[src/rtl/ss_pkg.sv]
// Shared constants for the seven-segment scan driver: digit count,
// all-off drive levels and the active-low hex glyph table.
package ss_pkg;

  localparam int NUM_DIGITS = 4;

  // Segment bus is active-low with ss[0]=a .. ss[6]=g; all-high is dark.
  localparam logic [6:0] SS_OFF  = 7'h7F;
  // Digit selects are active-low; all-high deselects every digit.
  localparam logic [3:0] DIG_OFF = 4'hF;

  typedef logic [6:0] glyph_t;

  // Active-low glyphs for 0..F (A, b, C, d, E, F use the usual mixed case).
  localparam glyph_t GLYPH_TABLE [16] = '{
    7'h40,  // 0
    7'h79,  // 1
    7'h24,  // 2
    7'h30,  // 3
    7'h19,  // 4
    7'h12,  // 5
    7'h02,  // 6
    7'h78,  // 7
    7'h00,  // 8
    7'h10,  // 9
    7'h08,  // A
    7'h03,  // b
    7'h46,  // C
    7'h21,  // d
    7'h06,  // E
    7'h0E   // F
  };

endpackage

[src/rtl/ss_hex_decode.sv]
// Combinational hex-nibble to active-low seven-segment glyph decoder.
module ss_hex_decode
  import ss_pkg::*;
(
  input  logic [3:0] i_nib,
  output logic [6:0] o_seg
);

  assign o_seg = GLYPH_TABLE[i_nib];

endmodule

[src/rtl/ss_scan_drv.sv]
// Four-digit multiplexed seven-segment scan driver.
// A slot counter divides the clock into digit slots, each opening with a
// dead-time blank; the shown value only changes on frame boundaries so a
// digit sweep never mixes old and new data.
// Optional build macro: SS_LEADING_ZERO_BLANK_EN enables leading-zero
// suppression on digits 4..2 (digit 1 always shows its nibble).
// SCAN_DIV must be at least 2 and BLANK_CYC must be below SCAN_DIV.
module ss_scan_drv
  import ss_pkg::*;
#(
  parameter int SCAN_DIV  = 50000,
  parameter int BLANK_CYC = 500
) (
  input  logic        CLK,
  input  logic        RST_n,
  input  logic [15:0] data,
  input  logic        load,
  output logic        busy,
  output logic        frame,
  output logic [6:0]  ss,
  output logic [3:0]  dig
);

  localparam int CNT_W = $clog2(SCAN_DIV);
  localparam logic [CNT_W-1:0] CNT_LAST  = CNT_W'(SCAN_DIV - 1);
  localparam logic [CNT_W-1:0] CNT_BLANK = CNT_W'(BLANK_CYC);
  localparam logic [1:0]       IDX_LAST  = 2'(NUM_DIGITS - 1);

  logic [CNT_W-1:0] r_cnt;
  logic [1:0]       r_idx;
  logic [15:0]      r_pend_val;
  logic             r_pend;
  logic [15:0]      r_disp;
  logic             r_frame;
  logic [6:0]       r_ss;
  logic [3:0]       r_dig;

  logic             w_wrap;
  logic             w_bnd;
  logic             w_blank;
  logic [3:0]       w_nib;
  logic [6:0]       w_glyph;
  logic             w_lz_blank;

  assign w_wrap  = (r_cnt == CNT_LAST);
  assign w_bnd   = w_wrap && (r_idx == IDX_LAST);
  assign w_blank = (r_cnt < CNT_BLANK);

  // Slot counter and round-robin digit index.
  // NOTE: state registers use non-blocking assignments so every flop samples
  // pre-edge values, independent of statement order within the block.
  always_ff @(posedge CLK or negedge RST_n) begin
    if (!RST_n) begin
      r_cnt <= '0;
      r_idx <= '0;
    end else if (w_wrap) begin
      r_cnt <= '0;
      r_idx <= r_idx + 2'd1;
    end else begin
      r_cnt <= r_cnt + CNT_W'(1);
    end
  end

  // Pending/display registers: loads park in the pending register and are
  // committed to the display only at a frame boundary; a load that lands
  // on the boundary itself bypasses the stale pending value.
  // NOTE: the value registers are reset too, so the display reliably shows
  // 0000 after reset and a reset discards whatever was pending.
  always_ff @(posedge CLK or negedge RST_n) begin
    if (!RST_n) begin
      r_pend_val <= '0;
      r_pend     <= 1'b0;
      r_disp     <= '0;
    end else if (w_bnd) begin
      if (load) begin
        r_disp <= data;
        r_pend <= 1'b0;
      end else if (r_pend) begin
        r_disp <= r_pend_val;
        r_pend <= 1'b0;
      end
    end else if (load) begin
      r_pend_val <= data;
      r_pend     <= 1'b1;
    end
  end

  // Select the nibble of the display register belonging to the active digit.
  // NOTE: every always_comb output gets a default first so no path can
  // leave it unassigned and infer a latch.
  always_comb begin
    w_nib = r_disp[3:0];
    case (r_idx)
      2'd1:    w_nib = r_disp[7:4];
      2'd2:    w_nib = r_disp[11:8];
      2'd3:    w_nib = r_disp[15:12];
      default: w_nib = r_disp[3:0];
    endcase
  end

  ss_hex_decode u_hex_decode (
    .i_nib (w_nib),
    .o_seg (w_glyph)
  );

  // Leading-zero suppression: a digit goes dark when it and every more
  // significant nibble are zero; digit 1 always shows its nibble.
  always_comb begin
    w_lz_blank = 1'b0;
`ifdef SS_LEADING_ZERO_BLANK_EN
    case (r_idx)
      2'd3:    w_lz_blank = (r_disp[15:12] == 4'h0);
      2'd2:    w_lz_blank = (r_disp[15:8]  == 8'h00);
      2'd1:    w_lz_blank = (r_disp[15:4]  == 12'h000);
      default: w_lz_blank = 1'b0;
    endcase
`endif
  end

  // Registered segment/digit drive and frame pulse, one cycle behind cnt/idx.
  always_ff @(posedge CLK or negedge RST_n) begin
    if (!RST_n) begin
      r_ss    <= SS_OFF;
      r_dig   <= DIG_OFF;
      r_frame <= 1'b0;
    end else begin
      r_frame <= w_bnd;
      if (w_blank) begin
        r_ss  <= SS_OFF;
        r_dig <= DIG_OFF;
      end else begin
        r_ss  <= w_lz_blank ? SS_OFF : w_glyph;
        r_dig <= ~(4'b0001 << r_idx);
      end
    end
  end

  assign ss    = r_ss;
  assign dig   = r_dig;
  assign frame = r_frame;
  assign busy  = r_pend;

endmodule
[config.mk]
export PLATFORM = sky130hd
export DESIGN_NAME = ss_scan_drv
export DESIGN_NICKNAME = d
export VERILOG_FILES = /design/src/rtl/ss_pkg.sv /design/src/rtl/ss_hex_decode.sv /design/src/rtl/ss_scan_drv.sv
export SDC_FILE = /design/constraint.sdc
export NUM_CORES = 1
export LEC_CHECK = 0
export BUFFER_PORTS_ARGS = -buffer_cell sky130_fd_sc_hd__buf_4
export CAP_MARGIN = 20
export CORE_AREA = 2 2 75 149
export DETAILED_ROUTE_END_ITERATION = 10
export DIE_AREA = 0 0 77 151
export PLACE_DENSITY_LB_ADDON = 0.2
export SLEW_MARGIN = 20
export SYNTH_ARGS = -nofsm -noshare
export SYNTH_HDL_FRONTEND = slang
export SYNTH_HIERARCHICAL = 1
export SYNTH_SLANG_ARGS = --single-unit
[constraint.sdc]
create_clock -name CLK -period 6.6 [get_ports CLK]
set_input_delay 1.32 -clock CLK [delete_from_list [all_inputs] [get_ports CLK]]
set_output_delay 1.32 -clock CLK [all_outputs]
set_load 0.01 [all_outputs]
==> results.sh <==
export IMPL_worstPathRequired_ps=6790
export IMPL_worst_setup_path_type="in -> reg"
export IMPL_ys_seq_area_frac=0.516
export IMPL_clock_tree_htree_level_count=3
export IMPL_syn_mean_instance_area_um2=11.5
export IMPL_synthToLayoutAreaGrowth_pct=20.2
export IMPL_postCtsResizedCells=0
export IMPL_leakagePower_nw=1.64
export IMPL_top_usage_layer="met2"
export IMPL_syn_nets=301
export IMPL_path_depth=4
export IMPL_timing_final_hold_violations=0
export IMPL_fin_worst_skew_ps=8.17
export IMPL_max_freq_mhz=365
export IMPL_pwr_density_cell_mw_per_mm2=254
export IMPL_status="completed"
export IMPL_place_gp_congestion=0.777
export IMPL_cp_slowest_cell="sky130_fd_sc_hd__nor2_1"
export IMPL_synth_warning_count=6
export IMPL_final_cells=440
export IMPL_routed_via_density=4.67
export IMPL_synth_edff_count=0
export IMPL_timing_final_max_slew_violations=0
export IMPL_grt_first_pass_wirelength_mm=10.1
export IMPL_dieArea_mm2=0.0116
export IMPL_hold_path_cell_count=1
export IMPL_max_slew_worst_pin_slew_ps=980
export IMPL_switching_power_uw=191
export IMPL_antenna_diode_count=0
export IMPL_cap_viol_max_count=0
export IMPL_tritoncts_num_buffers=9
export IMPL_dp_cells=424
export IMPL_deepest_clock_path_buffer_count=2
export IMPL_asyncSetResetFlopFracSynth=1.00
export IMPL_pin_count_of_the_biggest_net_entering_global_routing=64
export IMPL_final_setup_viol_count=0
export IMPL_drt_pass1_iter_count=4
export IMPL_cp_top_family="simple AND/OR/NAND/NOR gates"
export IMPL_synth_seq_cells=63
export IMPL_netSwitchingFraction=0.203
export IMPL_core_mm2=0.0105
export IMPL_cp_arrival_ps=2930
export IMPL_path_clk_slew_ps=50
export IMPL_number_of_antenna_violations_at_the_first_check_in_global_routing=0
export IMPL_global_route_usage_total=0.115
export IMPL_crit_path_end_kind="flop"
export IMPL_power_sequential_fraction=0.433
export IMPL_hpwl_mm=4.52
export IMPL_cp_cell_sequence="buf_4, nor2_1, or2_1, o21ai_0"
export IMPL_r2r_cells=10
export IMPL_setup_tns_ps=0
export IMPL_path_max_fanout=18
export IMPL_post_synth_num_cell_types=40
export IMPL_drt_drc_violations_left=0
export IMPL_layout_min_cycle_time_ps=2740
export IMPL_p_clk_frac=0.509
export IMPL_timing_hold_worst_class="reg -> reg"
export IMPL_drtAntennaViolNets=0
export IMPL_master_cell_of_the_clock_root_buffer="sky130_fd_sc_hd__clkbuf_16"
export IMPL_postSynth_topFlopCell="sky130_fd_sc_hd__dfrtp_1"
export IMPL_placement_io_buffers=31
export IMPL_internal_power_uw=749
export IMPL_ctsHoldBuffers=0
export IMPL_critical_path_max_stage_delay_ps=710
export IMPL_nets=330
export IMPL_insertion_delay_ps=330
export IMPL_ir_worst_vdd_mv=0.175
export IMPL_grt_setup_unrepaired="no"
export IMPL_vias=2053
export IMPL_cts_setup_buffers=0
export IMPL_max_slew_headroom=0.328
export IMPL_fp_dieW_um=77
export IMPL_cts_num_sinks=63
export IMPL_path_buf_inv=1
export IMPL_floorplan_initialDensity=0.294
export IMPL_globalRouteMet3Util=0.0316
export IMPL_via_count_of_the_first_global_routing_pass=2043
export IMPL_fp_dieH_um=151
export IMPL_drive_above_1_share=0.257
export IMPL_postSynthCellCount=269
export IMPL_cts_tree="done"
export IMPL_drt_wirelength_per_cell_um=13.9
export IMPL_globalRouteMet1Util=0.109
export IMPL_num_io_pins=32
export IMPL_power_total_uw=940
export IMPL_fp_row_count=53
export IMPL_worstSetupStartpointType="primary input"
export IMPL_grt_overflow_total=0
export IMPL_routed_wl_mm=6.12
export IMPL_routing_usage_on_met2=0.220
export IMPL_p_comb_frac=0.058
export IMPL_detailedRoute_firstIterationViolations=76
export IMPL_netlist_area_mm2=0.00308
export IMPL_post_route_period_util=0.415
## registers in the layout, summed over array words and instances (netlist names)
signal,flops
busy,1
dig,4
frame,1
r_cnt,16
r_disp,16
r_idx,2
r_pend_val,16
ss,7
## cell usage after synthesis, types with 2 or more instances
library cell | count | share of area
sky130_fd_sc_hd__and3_1 | 2 | 0.0041
sky130_fd_sc_hd__mux2i_1 | 22 | 0.071
sky130_fd_sc_hd__xnor2_1 | 8 | 0.023
sky130_fd_sc_hd__xor2_1 | 6 | 0.017
sky130_fd_sc_hd__dfrtp_1 | 52 | 0.42
sky130_fd_sc_hd__and4_1 | 3 | 0.0085
sky130_fd_sc_hd__nand2b_1 | 9 | 0.018
sky130_fd_sc_hd__ha_1 | 13 | 0.053
sky130_fd_sc_hd__o21ai_1 | 12 | 0.019
sky130_fd_sc_hd__dfstp_2 | 11 | 0.094
sky130_fd_sc_hd__o211ai_1 | 2 | 0.0049
sky130_fd_sc_hd__nand2_1 | 14 | 0.017
sky130_fd_sc_hd__a222oi_1 | 4 | 0.013
sky130_fd_sc_hd__nand3_1 | 6 | 0.0097
sky130_fd_sc_hd__nand4_1 | 6 | 0.012
sky130_fd_sc_hd__clkbuf_1 | 4 | 0.0049
sky130_fd_sc_hd__nor2_1 | 12 | 0.015
sky130_fd_sc_hd__o22ai_1 | 2 | 0.0041
sky130_fd_sc_hd__buf_6 | 3 | 0.011
sky130_fd_sc_hd__nor4_1 | 2 | 0.0041
sky130_fd_sc_hd__inv_1 | 12 | 0.015
sky130_fd_sc_hd__nor3_1 | 2 | 0.0032
sky130_fd_sc_hd__mux2_2 | 17 | 0.062
sky130_fd_sc_hd__buf_2 | 4 | 0.0065
sky130_fd_sc_hd__o21ai_0 | 26 | 0.042
## routing by layer
layer / vias up / routed length [µm]
met5: - / 0
met2: 31 / 3550
li1: 1005 / -
met3: 8 / 209
met1: 1009 / 2230
met4: 0 / 127
## path summary, 6_finish.rpt
| kind | from | end | slack [ps] |
|---|---|---|---|
| worst min register to register | r_cnt[0]$_DFF_PN0_ | r_cnt[0]$_DFF_PN0_ | 490 |
| worst max-delay path | load | r_disp[0]$_DFFE_PN0P_ | 3860 |
| min in group asynchronous | RST_n | r_pend_val[14]$_DFFE_PN0P_ | 1080 |
| worst min-delay path | r_cnt[0]$_DFF_PN0_ | r_cnt[0]$_DFF_PN0_ | 490 |
| max in group asynchronous | RST_n | r_cnt[14]$_DFF_PN0_ | 4990 |
| worst max register to register | r_idx[0]$_DFFE_PN0N_ | ss[3]$_DFF_PN1_ | 4020 |
## through the flow
stage	hold WS, ps	utilization	area [µm²]	setup WS [ps]
6_report	488	0.354	3710	3860
2_1_floorplan	448	-	3080	4170
5_1_grt	510	0.354	3710	3670
3_5_place_dp	488	0.324	3400	3520
3_3_place_gp	483	0.324	3400	3560
4_1_cts	495	0.354	3710	3860
## logic make-up after synthesis
family	Yosys count	synth area share
muxes	39	0.133
AOI/OAI and AO/OA	50	0.0921
adders and majority gates	13	0.0527
and+or+nand+nor	65	0.122
xor gates and xnor gates	14	0.0398
buffers and inverters	25	0.0446
DFF	63	0.516
## power groups by stage
stage	sequential, mW	combinational [mW]	clock (mW)
floorplan	0.411	0.0348	0
global placement	0.413	0.0561	0
detailed placement	0.413	0.0569	0
CTS	0.407	0.0570	0.496
global route	0.408	0.0622	0.509
finish	0.407	0.0546	0.478
## placed cells by master (no fill, tap or decap), types with 2 or more instances in the layout
master                       n
sky130_fd_sc_hd__clkbuf_16   9
sky130_fd_sc_hd__dfstp_2    11
sky130_fd_sc_hd__inv_1      12
sky130_fd_sc_hd__clkbuf_8    3
sky130_fd_sc_hd__a222oi_1    4
sky130_fd_sc_hd__o21ai_1    12
sky130_fd_sc_hd__nor3_1      2
sky130_fd_sc_hd__nand3_1     6
sky130_fd_sc_hd__clkinv_2    2
sky130_fd_sc_hd__and4_1      3
sky130_fd_sc_hd__nand4_1     6
sky130_fd_sc_hd__nor4_1      2
sky130_fd_sc_hd__xnor2_1     8
sky130_fd_sc_hd__and3_1      2
sky130_fd_sc_hd__mux2i_1    22
sky130_fd_sc_hd__xor2_1      6
sky130_fd_sc_hd__dfrtp_1    52
sky130_fd_sc_hd__o21ai_0    26
sky130_fd_sc_hd__nand2_1    14
sky130_fd_sc_hd__o22ai_1     2
sky130_fd_sc_hd__nand2b_1    9
sky130_fd_sc_hd__mux2_2     17
sky130_fd_sc_hd__ha_1       13
sky130_fd_sc_hd__nor2_1     12
sky130_fd_sc_hd__o211ai_1    2
sky130_fd_sc_hd__buf_4      31
## layout make-up
type                            instances  area (µm²)
Fill cell                            1122        6770
Sequential cell                        63        1590
Multi-Input combinational cell        181        1360
Clock buffer                           13         270
Timing Repair Buffer                   31         233
Tap cell                              137         171
Inverter                               12        45.0
Clock inverter                          3        40.0
No activity file was read; power rests on OpenSTA's default activity.
